**src/rtl/alu_pkg.sv**
```systemverilog
// Shared ALU types: function encoding and the packed result record used by
// the ALU bench, decode logic and the streaming execution stage.
package alu_pkg;

    localparam int ALU_W = 32;

    typedef enum logic [2:0] {
        OP_AND  = 3'b000,
        OP_OR   = 3'b001,
        OP_ADD  = 3'b010,
        OP_RSVD = 3'b011,
        OP_ANDN = 3'b100,
        OP_ORN  = 3'b101,
        OP_SUB  = 3'b110,
        OP_SLT  = 3'b111
    } alu_op_e;

    typedef struct packed {
        logic [ALU_W-1:0] y;
        logic             zero;
        logic             carry_out;
        logic             overflow;
        logic             illegal;
    } alu_result_t;

endpackage

```
**src/rtl/alu.sv**
```systemverilog
// Combinational ALU: logic ops, add/sub through one shared adder (f[2]
// inverts b and injects the +1), and signed set-less-than.
module alu
    import alu_pkg::*;
#(
    parameter int WIDTH = 32
) (
    input  logic [2:0]       f,
    input  logic [WIDTH-1:0] a,
    input  logic [WIDTH-1:0] b,
    output logic [WIDTH-1:0] y,
    output logic             zero,
    output logic             carry_out,
    output logic             overflow
);

    logic [WIDTH-1:0] b_sel;
    logic [WIDTH:0]   sum;
    logic             ovf_add;
    alu_op_e          op;

    assign op      = alu_op_e'(f);
    assign b_sel   = f[2] ? ~b : b;
    assign sum     = {1'b0, a} + {1'b0, b_sel} + {{WIDTH{1'b0}}, f[2]};
    // Signed overflow: operands agree in sign but the sum does not.
    assign ovf_add = (a[WIDTH-1] == b_sel[WIDTH-1]) && (sum[WIDTH-1] != a[WIDTH-1]);

    always_comb begin
        y         = '0;
        carry_out = 1'b0;
        overflow  = 1'b0;
        case (op)
            OP_AND:  y = a & b;
            OP_OR:   y = a | b;
            OP_ANDN: y = a & ~b;
            OP_ORN:  y = a | ~b;
            OP_ADD, OP_SUB: begin
                y         = sum[WIDTH-1:0];
                carry_out = sum[WIDTH];
                overflow  = ovf_add;
            end
            OP_SLT: begin
                y         = {{(WIDTH-1){1'b0}}, sum[WIDTH-1] ^ ovf_add};
                carry_out = sum[WIDTH];
                overflow  = ovf_add;
            end
            default: y = '0;
        endcase
    end

    assign zero = (y == '0);

endmodule

```
**src/rtl/alu_stream_stage.sv**
```systemverilog
// Valid/ready execution stage around the ALU with a two-entry result queue
// and a delivered-results counter; in_ready depends on registered state only.
module alu_stream_stage
    import alu_pkg::*;
#(
    parameter int WIDTH = 32,
    parameter int DEPTH = 2
) (
    input  logic             clk,
    input  logic             reset_n,
    input  logic             in_valid,
    output logic             in_ready,
    input  logic [2:0]       f,
    input  logic [WIDTH-1:0] a,
    input  logic [WIDTH-1:0] b,
    output logic             out_valid,
    input  logic             out_ready,
    output logic [WIDTH-1:0] y,
    output logic             zero,
    output logic             carry_out,
    output logic             overflow,
    output logic             illegal,
    output logic [31:0]      result_count
);

    localparam logic [1:0] EMPTY = 2'd0;
    localparam logic [1:0] ONE   = 2'd1;
    localparam logic [1:0] FULL  = 2'd2;

    logic [1:0]       state;
    logic             wr_ptr;
    logic             rd_ptr;
    logic [WIDTH-1:0] y_mem    [DEPTH];
    logic [3:0]       flag_mem [DEPTH];  // {zero, carry_out, overflow, illegal}

    logic [WIDTH-1:0] alu_y;
    logic             alu_zero;
    logic             alu_carry;
    logic             alu_ovf;
    logic [WIDTH-1:0] new_y;
    logic [3:0]       new_flags;
    logic             is_rsvd;
    logic             push;
    logic             pop;

    alu #(.WIDTH(WIDTH)) u_alu (
        .f         (f),
        .a         (a),
        .b         (b),
        .y         (alu_y),
        .zero      (alu_zero),
        .carry_out (alu_carry),
        .overflow  (alu_ovf)
    );

    assign is_rsvd   = (alu_op_e'(f) == OP_RSVD);
    assign new_y     = is_rsvd ? '0 : alu_y;
    assign new_flags = is_rsvd ? 4'b1001 : {alu_zero, alu_carry, alu_ovf, 1'b0};

    assign in_ready  = (state != FULL);
    assign out_valid = (state != EMPTY);
    assign push      = in_valid && in_ready;
    assign pop       = out_valid && out_ready;

    always_ff @(posedge clk or negedge reset_n) begin
        if (!reset_n) begin
            state        <= EMPTY;
            wr_ptr       <= 1'b0;
            rd_ptr       <= 1'b0;
            result_count <= 32'd0;
        end else begin
            if (push) wr_ptr <= ~wr_ptr;
            if (pop) begin
                rd_ptr       <= ~rd_ptr;
                result_count <= result_count + 32'd1;
            end
            case (state)
                EMPTY:   if (push) state <= ONE;
                ONE: begin
                    if (push && !pop)      state <= FULL;
                    else if (!push && pop) state <= EMPTY;
                end
                FULL:    if (pop) state <= ONE;
                default: state <= EMPTY;
            endcase
        end
    end

    // Queue storage is data only; validity comes from state, so it needs no reset.
    always_ff @(posedge clk) begin
        if (push) begin
            y_mem[wr_ptr]    <= new_y;
            flag_mem[wr_ptr] <= new_flags;
        end
    end

    assign y         = out_valid ? y_mem[rd_ptr] : '0;
    assign zero      = out_valid && flag_mem[rd_ptr][3];
    assign carry_out = out_valid && flag_mem[rd_ptr][2];
    assign overflow  = out_valid && flag_mem[rd_ptr][1];
    assign illegal   = out_valid && flag_mem[rd_ptr][0];

endmodule
```
**config.mk**
```make
export PLATFORM = sky130hd
export DESIGN_NAME = alu_stream_stage
export DESIGN_NICKNAME = d
export VERILOG_FILES = /design/src/rtl/alu_pkg.sv /design/src/rtl/alu.sv /design/src/rtl/alu_stream_stage.sv
export SDC_FILE = /design/constraint.sdc
export NUM_CORES = 1
export LEC_CHECK = 0
export ABC_AREA = 1
export BUFFER_PORTS_ARGS = -buffer_cell sky130_fd_sc_hd__buf_2
export CAP_MARGIN = 25
export CORE_MARGIN = 8
export CORE_UTILIZATION = 53
export DETAILED_ROUTE_END_ITERATION = 12
export GPL_TIMING_DRIVEN = 1
export PLACE_DENSITY_LB_ADDON = 0.05
export SLEW_MARGIN = 20
export SYNTH_ARGS = -nofsm -noshare
export SYNTH_HDL_FRONTEND = slang
export SYNTH_HIERARCHICAL = 1
export SYNTH_SLANG_ARGS = --single-unit
```
**constraint.sdc**
```tcl
create_clock -name clk -period 2.92 [get_ports clk]
set_clock_uncertainty 0.2 [all_clocks]
set_input_delay 0.584 -clock clk [delete_from_list [all_inputs] [get_ports clk]]
set_output_delay 0.584 -clock clk [all_outputs]
set_load 0.05 [all_outputs]
```
==> metrics list, run 1 <==
* Category of the most critical setup path: in2reg
- The congestion estimate from routability-driven global placement came to 0.967.
- Violated checks: negative setup slack
* Count of standard-cell rows: 47
- Count of nets after finishing: 1663
* Worst hold-check slack: 0.126 ns
- The number of placed instances, taps included, is 1732.
- Once placement finished, the instance area stood at 10800 um^2.
- From bottom edge to top edge, the die measures 145 um.
* Routed wire length per instance: 16.1 um
* Data required time at the worst endpoint: 2.82 ns
- CTS Root Cell: sky130_fd_sc_hd__clkbuf_16
* Count of max-cap constraint violations: 0
- Among all cell types in the netlist, the one instantiated most often is sky130_fd_sc_hd__nand2_1.
- Count of distinct cell types in the synthesized netlist: 48
- The path class of the tightest hold or removal check is in2async.
- Area growth syn-to-layout: 42.7%
* FF+latch count, synth: 108
- Final worst slack: -0.169 ns
- Final non-filler cell area: 12600 um^2
* Portion of the post-synthesis area used by sequential elements: 34.6%
* Fraction of post-synthesis cell area in the top cell type by area: 24.4%
- Count of final setup violators: 4
- Global routing used 26.2% of the available tracks.
* Post-Syn Area: 8850 um^2
- Initial standard-cell utilization of the core: 53.8%
* Area of combinational cells with multiple inputs: 6080 um^2
* DRT antenna net count: 0
- The first global-routing pass estimated 44.9 mm of wire.
* Via density: 5.21
* Count of port buffers added during placement: 140
- Critical path startpoint category: input port
* DRT Wirelength: 28.7 mm
- Post-synth EDFFs: 72
- Fill cells in the final layout number 1249.
* Number of buffers on the longest clock path: 2
- The max-slew violation total from the final report is 0.
- I/O pin cnt: 141
- The final route contains 9286 vias.
* CTS hold repair buffers: 0
- First-pass detailed-route iteration total: 5
- The worst pin sits at a relative slew slack of 45.2%.
* Nets in the synthesized netlist: 1373
* Chip Width: 145 um
- # H-tree levels: 3
- Data arrival time of the worst path: 2.99 ns
* Reg area: 3060 um^2
- Leak pwr: 6.18 nW
- Clock latency on the worst-skew pair: 0.35 ns
- Depth of the most critical reg-to-reg path: 10
- Share of flip-flops with an asynchronous set or reset after synthesis: 33.3%
* Launch point of the worst reg-to-reg path: state[1]
* Crit. End Element: flip-flop
* Vias in the first global route: 8885
- For this run, the leading register cell type out of synthesis is sky130_fd_sc_hd__edfxtp_1.
- For this run, the number of standard cells in the final layout without fillers is 1783.
* Initial antenna violation count: 0
- Post-route DRC: 0
- The biggest area contributor in the post-synthesis netlist is sky130_fd_sc_hd__edfxtp_1.
- Final period util: 106%
- Max Freq: 324 MHz
- For this block, the initial DRC count from the detailed router was 729.
- TritonCTS built the clock tree.
- IR analysis of the VDD net gives a maximum drop of 545 uV.
- In this run the worst path has a maximum fanout of 7.
- Setup repair after global routing could not meet its margin everywhere.
- Pin count of the biggest net entering global routing: 38
- The repair_antennas step left the layout with diodes totalling 0.
* Top cell types by occurrence after synthesis: 387 x sky130_fd_sc_hd__nand2_1, 198 x sky130_fd_sc_hd__inv_1, 122 x sky130_fd_sc_hd__nor2_1
- Sink Count: 108
* Final HPWL DP: 20.8 mm
- Final Core Density: 76.7%
- The flow ran to the end, but the final reports show violations.
* Transition time at the pin with the least slew margin: 0.822 ns
- Adding up every negative setup slack in the final design gives -0.380 ns.
- The total count of hold-check failures in the final report came to 0.
- Synthesis produced 1268 cells.
* Die Area: 21100 um^2
- After layout, the minimum clock period comes to 3.09 ns.
* CTS clk-pin slew, worst paths: 0.08 ns
- Minimum setup slack after placement: -0.665 ns
- Post-layout total power: 6.87 mW
- In this run the critical register-to-register path is captured at result_count[14].
* Ratio of cells with drive above 1 in the final layout: 38.4%
- Dividing the synthesized area by the synthesized cell count gives 6.98 um^2.
- Largest cells by area after synthesis: sky130_fd_sc_hd__edfxtp_1 24%, sky130_fd_sc_hd__nand2_1 16%, sky130_fd_sc_hd__dfrtp_1 10%, sky130_fd_sc_hd__inv_1 8.4%, sky130_fd_sc_hd__nor2_1 5.2%
* Setup slack, reg-to-reg: 0.94 ns
- GR Overflow Total: 0
- In this run the power density over the cells is 544 nW/um^2.
* Total CTS buffers: 9
* Yosys warnings: 6
- The region available for standard cell placement spans 16500 um^2.
==> cells in the final DEF (no fill, tap or decap), types with 5 or more instances in the layout <==
master	instances
sky130_fd_sc_hd__inv_1	184
sky130_fd_sc_hd__buf_4	150
sky130_fd_sc_hd__ha_1	9
sky130_fd_sc_hd__nand3_1	44
sky130_fd_sc_hd__dfrtp_1	36
sky130_fd_sc_hd__nand3_4	6
sky130_fd_sc_hd__buf_6	10
sky130_fd_sc_hd__xor2_1	14
sky130_fd_sc_hd__nand4_1	21
sky130_fd_sc_hd__o21ai_1	7
sky130_fd_sc_hd__nor2_2	33
sky130_fd_sc_hd__ha_4	24
sky130_fd_sc_hd__edfxtp_1	72
sky130_fd_sc_hd__o21ai_0	26
sky130_fd_sc_hd__xor2_2	6
sky130_fd_sc_hd__nand3_2	22
sky130_fd_sc_hd__inv_2	24
sky130_fd_sc_hd__clkbuf_16	9
sky130_fd_sc_hd__nor3_1	8
sky130_fd_sc_hd__buf_2	139
sky130_fd_sc_hd__nor2_1	97
sky130_fd_sc_hd__xor2_4	11
sky130_fd_sc_hd__xnor2_1	13
sky130_fd_sc_hd__nand2_2	78
sky130_fd_sc_hd__nand2_1	328
sky130_fd_sc_hd__o21ai_2	5
sky130_fd_sc_hd__nor2_4	22
sky130_fd_sc_hd__nand2_4	11
sky130_fd_sc_hd__maj3_1	7
sky130_fd_sc_hd__maj3_2	6
sky130_fd_sc_hd__a21oi_2	9
sky130_fd_sc_hd__buf_16	5
sky130_fd_sc_hd__xnor2_4	6
sky130_fd_sc_hd__a21oi_1	69
==> how the worst max path moves through the flow <==
stage / startpoint / end / slack, ns / cells past startpoint
4_1_cts: f[2] / flag_mem[1][3] / -0.008 / 22
6_report: f[2] / flag_mem[1][3] / -0.17 / 18
3_5_place_dp: f[2] / flag_mem[0][3] / -0.66 / 19
3_3_place_gp: f[2] / flag_mem[0][3] / -0.71 / 19
2_1_floorplan: f[2] / flag_mem[0][3] / -0.15 / 19
5_1_grt: f[2] / flag_mem[1][3] / -0.24 / 20
==> registers in the layout, summed over array words and instances, names as in the netlist <==
signal        flops
state             2
flag_mem          8
result_count     32
y_mem            64
wr_ptr            1
rd_ptr            1
==> worst max-delay path, cell delays in order <==
cell	delay [ns]
sky130_fd_sc_hd__buf_16	0.14
sky130_fd_sc_hd__buf_16	0.17
sky130_fd_sc_hd__xor2_2	0.19
sky130_fd_sc_hd__ha_1	0.30
sky130_fd_sc_hd__nand2_1	0.11
sky130_fd_sc_hd__nor2_2	0.18
sky130_fd_sc_hd__nand3_1	0.15
sky130_fd_sc_hd__nand3_4	0.16
sky130_fd_sc_hd__nand2_1	0.08
sky130_fd_sc_hd__nand3b_1	0.12
sky130_fd_sc_hd__nand3_1	0.13
sky130_fd_sc_hd__nand2_2	0.14
sky130_fd_sc_hd__nor2_1	0.06
sky130_fd_sc_hd__nand2_1	0.07
sky130_fd_sc_hd__nor2_2	0.05
sky130_fd_sc_hd__nand3_2	0.07
sky130_fd_sc_hd__nor2_1	0.04
sky130_fd_sc_hd__or2_4	0.24
==> metal layers <==
metal | wire length, um | track usage, % | vias to the layer above
met5 | 0 | 0 | -
met4 | 901 | 9.37 | 0
met3 | 1970 | 5.32 | 67
met2 | 13400 | 42.1 | 346
met1 | 12400 | 34.4 | 4290
li1 | - | - | 4583
==> cell type report <==
| cell class | count | area share [%] |
|---|---|---|
| clock buffers | 10 | 1.81 |
| clock inverters | 6 | 0.416 |
| inverters | 208 | 6.18 |
| multi-input cells | 923 | 48.2 |
| flip-flops and latches | 108 | 24.2 |
| well taps | 220 | 2.18 |
| repair buffers | 308 | 17.0 |
==> report_power, final <==
| part | switching [mW] | internal, mW | total, mW |
|---|---|---|---|
| combinational | 2.46 | 1.27 | 3.73 |
| sequential | 0.102 | 1.88 | 1.98 |
| clock | 0.562 | 0.597 | 1.16 |
==> cells by family after synthesis <==
logic type | synth area share, %
buf+inv | 10.6
flops | 34.6
xor+xnor | 5.41
compound gates | 8.27
fa+ha+maj | 6.44
simple gates | 34.6
==> what timing repair did <==
action                     in CTS  in global routing
setup endpoints to repair      16                 21
buffers inserted               20                 11
gates resized for setup       178                 72
pin swaps                      62                 38
cloned                          4                  0
Note: power is estimated with default switching activity, not from simulation.
==> inputs of run 2 (changes only) <==
--- a/config.mk
+++ b/config.mk
@@ -10,4 +10,5 @@
 export CAP_MARGIN = 25
+export CORE_ASPECT_RATIO = 0.75
 export CORE_MARGIN = 8
-export CORE_UTILIZATION = 53
+export CORE_UTILIZATION = 55
 export DETAILED_ROUTE_END_ITERATION = 12
==> constraint.sdc (replaced) <==
create_clock -name clk -period 3.3 [get_ports clk]
set_clock_uncertainty 0.2 [all_clocks]
set_input_delay 0.66 -clock clk [delete_from_list [all_inputs] [get_ports clk]]
set_output_delay 0.66 -clock clk [all_outputs]
set_load 0.01 [all_outputs]
==> metrics list, run 2 (same netlist as run 1, synthesis figures left out) <==
- Run status: finished clean
- The vias after detailed routing was 9150 (-1.5%).
- CTS Root Cell: sky130_fd_sc_hd__clkbuf_16
- The final number of setup-violating endpoints was 0 (-4).
- The share of the core filled with cells was 75.3% (-1.4 points).
- The effective utilization at floorplan came to 55.8% (+2.0 points).
* Commonest non-fill, non-tap cells in the layout: 358 x sky130_fd_sc_hd__nand2_1, 191 x sky130_fd_sc_hd__inv_1, 139 x sky130_fd_sc_hd__buf_2
* Post-route DRC: 0 (unchanged)
- The I/O pin total is 141 (unchanged).
* Chip Width: 163 um (+12%)
- DRT Wirelength: 28.0 mm (-2.4%)
- Clock latency on the worst-skew pair: 0.34 ns (about the same)
- First-pass GRT wire length: 42.6 mm (-5.1%)
- Data required time at the worst endpoint: 3.20 ns (+0.38 ns)
- The number of fillers in the final layout is 1278 (+2.3%).
* Final worst slack: 0.0936 ns (+0.263 ns)
- Crit. End Element: flip-flop
* Count of standard-cell rows: 40 (-15%)
* Aggregate negative setup slack: 0 ns (+0.380 ns)
- CTS tree: done
- Sink Count: 108 (unchanged)
- The first-pass detailed-route iteration total is 6 (+1).
- The share of cells above drive strength 1 was 33.3% (-5.1 points).
- The number of nets in the final layout is 1626 (-2.2%).
* Non-filler cells, final: 1736 (-2.6%)
* Area growth syn-to-layout: 34.9%
- Ranked by flip-flop count, first place goes to y_mem.
- Worst hold-check slack: 0.204 ns (+0.0784 ns)
- Routability congestion estimate from global placement: 0.971 (+0.47%)
- The worst hold path belongs to the class in2async.
- Power per cell area: 444 nW/um^2 (-18%)
* Max Freq: 312 MHz
* Initial antenna violation count: 0 (unchanged)
- The max-slew violation total from the final report was 0 (unchanged).
- The library cell used most frequently in the layout, excluding fill and tap cells, is sky130_fd_sc_hd__nand2_1.
- The worst setup path is launched from an input port.
- Hold violation count in the final report: 0 (unchanged)
- Vias in the first global route: 8279 (-6.8%)
- The maximum level of the CTS H-tree was 3 (unchanged).
- Data arrival time of the worst path: 3.10 ns (+0.11 ns)
- Via density: 5.27 (+1.2%)
- In the finished design, the share of the clock period the worst path needs comes to 97.2%.
- The minimum setup slack after placement is -0.484 ns (+0.180 ns).
* Final HPWL DP: 20.8 mm (+0.14%)
- The pin slew with the least headroom to its limit came to 0.817 ns (-0.00514 ns).
- DRT antenna net count: 0 (unchanged)
* Count of max-cap constraint violations: 0 (unchanged)
* Drt initial violations: 846 (+16%)
- The die area was 20500 um^2 (-3.0%).
- The flip-flop count of the largest register, all copies and words added came to 64 (unchanged).
- The startpoint identified for the worst register-to-register timing path is state[1].
- In the final layout, the registers with the most flip-flops are y_mem: 64 flops, result_count: 32 flops, flag_mem: 8 flops.
* Category of the most critical setup path: in2reg
- The total power is 5.30 mW (-23%).
* Tightest slew margin relative to the limit: 45.5% (+0.34 points)
- The hold buffer count at CTS came to 0 (unchanged).
- The clock buffer count from CTS came to 9 (unchanged).
- The placed cell count came to 1697 (-2.0%).
- The register-to-register setup slack came to 1.30 ns (+0.36 ns).
- The number of antenna cells inserted was 0 (unchanged).
- The placed standard-cell area came to 10500 um^2 (-2.7%).
- The largest voltage drop on the vdd net came to 331 uV (-39%).
- The smallest clock period supported by the final layout is computed as 3.21 ns.
- CTS clk-pin slew, worst paths: 0.07 ns (about the same)
- DIE HEIGHT: 126 um (-13%)
- Worst Setup SP: f[2]
- The detailed-route wire length per cell was 16.1 um (+0.20%).
* Leak pwr: 5.91 nW (-4.5%)
- The total grt overflow was 0 (unchanged).
- GRT Overall Usage: 25.9% (-0.22 points)
- The post-route standard cell area excluding fillers was 11900 um^2 (-5.4%).
* Pin count of the biggest net entering global routing: 38 (unchanged)
- Placeable Area: 15900 um^2 (-3.6%)
- Number of buffers on the longest clock path: 2 (unchanged)
- CP max FO: 5 (-2)
* Count of port buffers added during placement: 140 (unchanged)
==> run 2: cell types whose count changed in the layout (fill, tap and decap cells not counted), sizes merged <==
| cell | delta |
|---|---|
| buf | -39 |
| inv | -2 |
| clkinv | +2 |
| clkbuf | +2 |
==> run 2: area by class of cell <==
cell class                      count  area [um^2]  share of cell area [%]
Multi-Input combinational cell    923         5770                    48.3
Sequential cell                   108         3060                    25.6
Timing Repair Buffer              271         1780                    14.9
Inverter                          208          781                    6.53
Tap cell                          210          263                    2.20
Clock buffer                       10          250                    2.09
Clock inverter                      6         43.8                   0.367
==> run 2: path summary, 6_finish.rpt <==
kind	to	depth (start not counted)
max reg2reg	result_count[23]	7
min in group clk	result_count[5]	1
min	result_count[4]	1
max in group asynchronous	result_count[15]	1
max	flag_mem[1][3]	19
min reg2reg	result_count[5]	1
==> run 2: power breakdown <==
part           switching [mW]  total [mW]  internal (mW)  leakage, nW
Combinational            1.53        2.52          0.983         4.61
Sequential             0.0857        1.75           1.66         1.15
Clock                   0.478        1.04          0.563        0.146
Total                    2.10        5.30           3.21         5.91
==> run 2: per-layer routing <==
metal,GRT usage [%],routed length (um),vias to the layer above
li1,-,-,4512
met1,39.1,13000,4199
met2,37.1,11900,401
met3,5.50,2590,38
met4,5.38,450,0
met5,0,0,-
==> run 2: critical path: stages <==
cell                        delay (ns)
sky130_fd_sc_hd__buf_12           0.13
sky130_fd_sc_hd__clkbuf_16        0.18
sky130_fd_sc_hd__xor2_4           0.19
sky130_fd_sc_hd__ha_4             0.30
sky130_fd_sc_hd__nand2_2          0.09
sky130_fd_sc_hd__nor2_2           0.16
sky130_fd_sc_hd__and2_1           0.18
sky130_fd_sc_hd__nand2_1          0.07
sky130_fd_sc_hd__nand3_2          0.08
sky130_fd_sc_hd__nand2_1          0.11
sky130_fd_sc_hd__nand3_1          0.11
sky130_fd_sc_hd__nand2_1          0.09
sky130_fd_sc_hd__nor2_4           0.13
sky130_fd_sc_hd__nor2_2           0.07
sky130_fd_sc_hd__nand2_1          0.09
sky130_fd_sc_hd__nor2_1           0.05
sky130_fd_sc_hd__nand3_1          0.12
sky130_fd_sc_hd__nor2_1           0.05
sky130_fd_sc_hd__or2_4            0.24
==> run 2: timing repair <==
| item | CTS | global route |
|---|---|---|
| setup buffers | 6 | 14 |
| pin swaps | 15 | 41 |
| gates cloned | 1 | 2 |
| endpoints found under the setup margin | 2 | 6 |
| gates resized for setup | 39 | 127 |
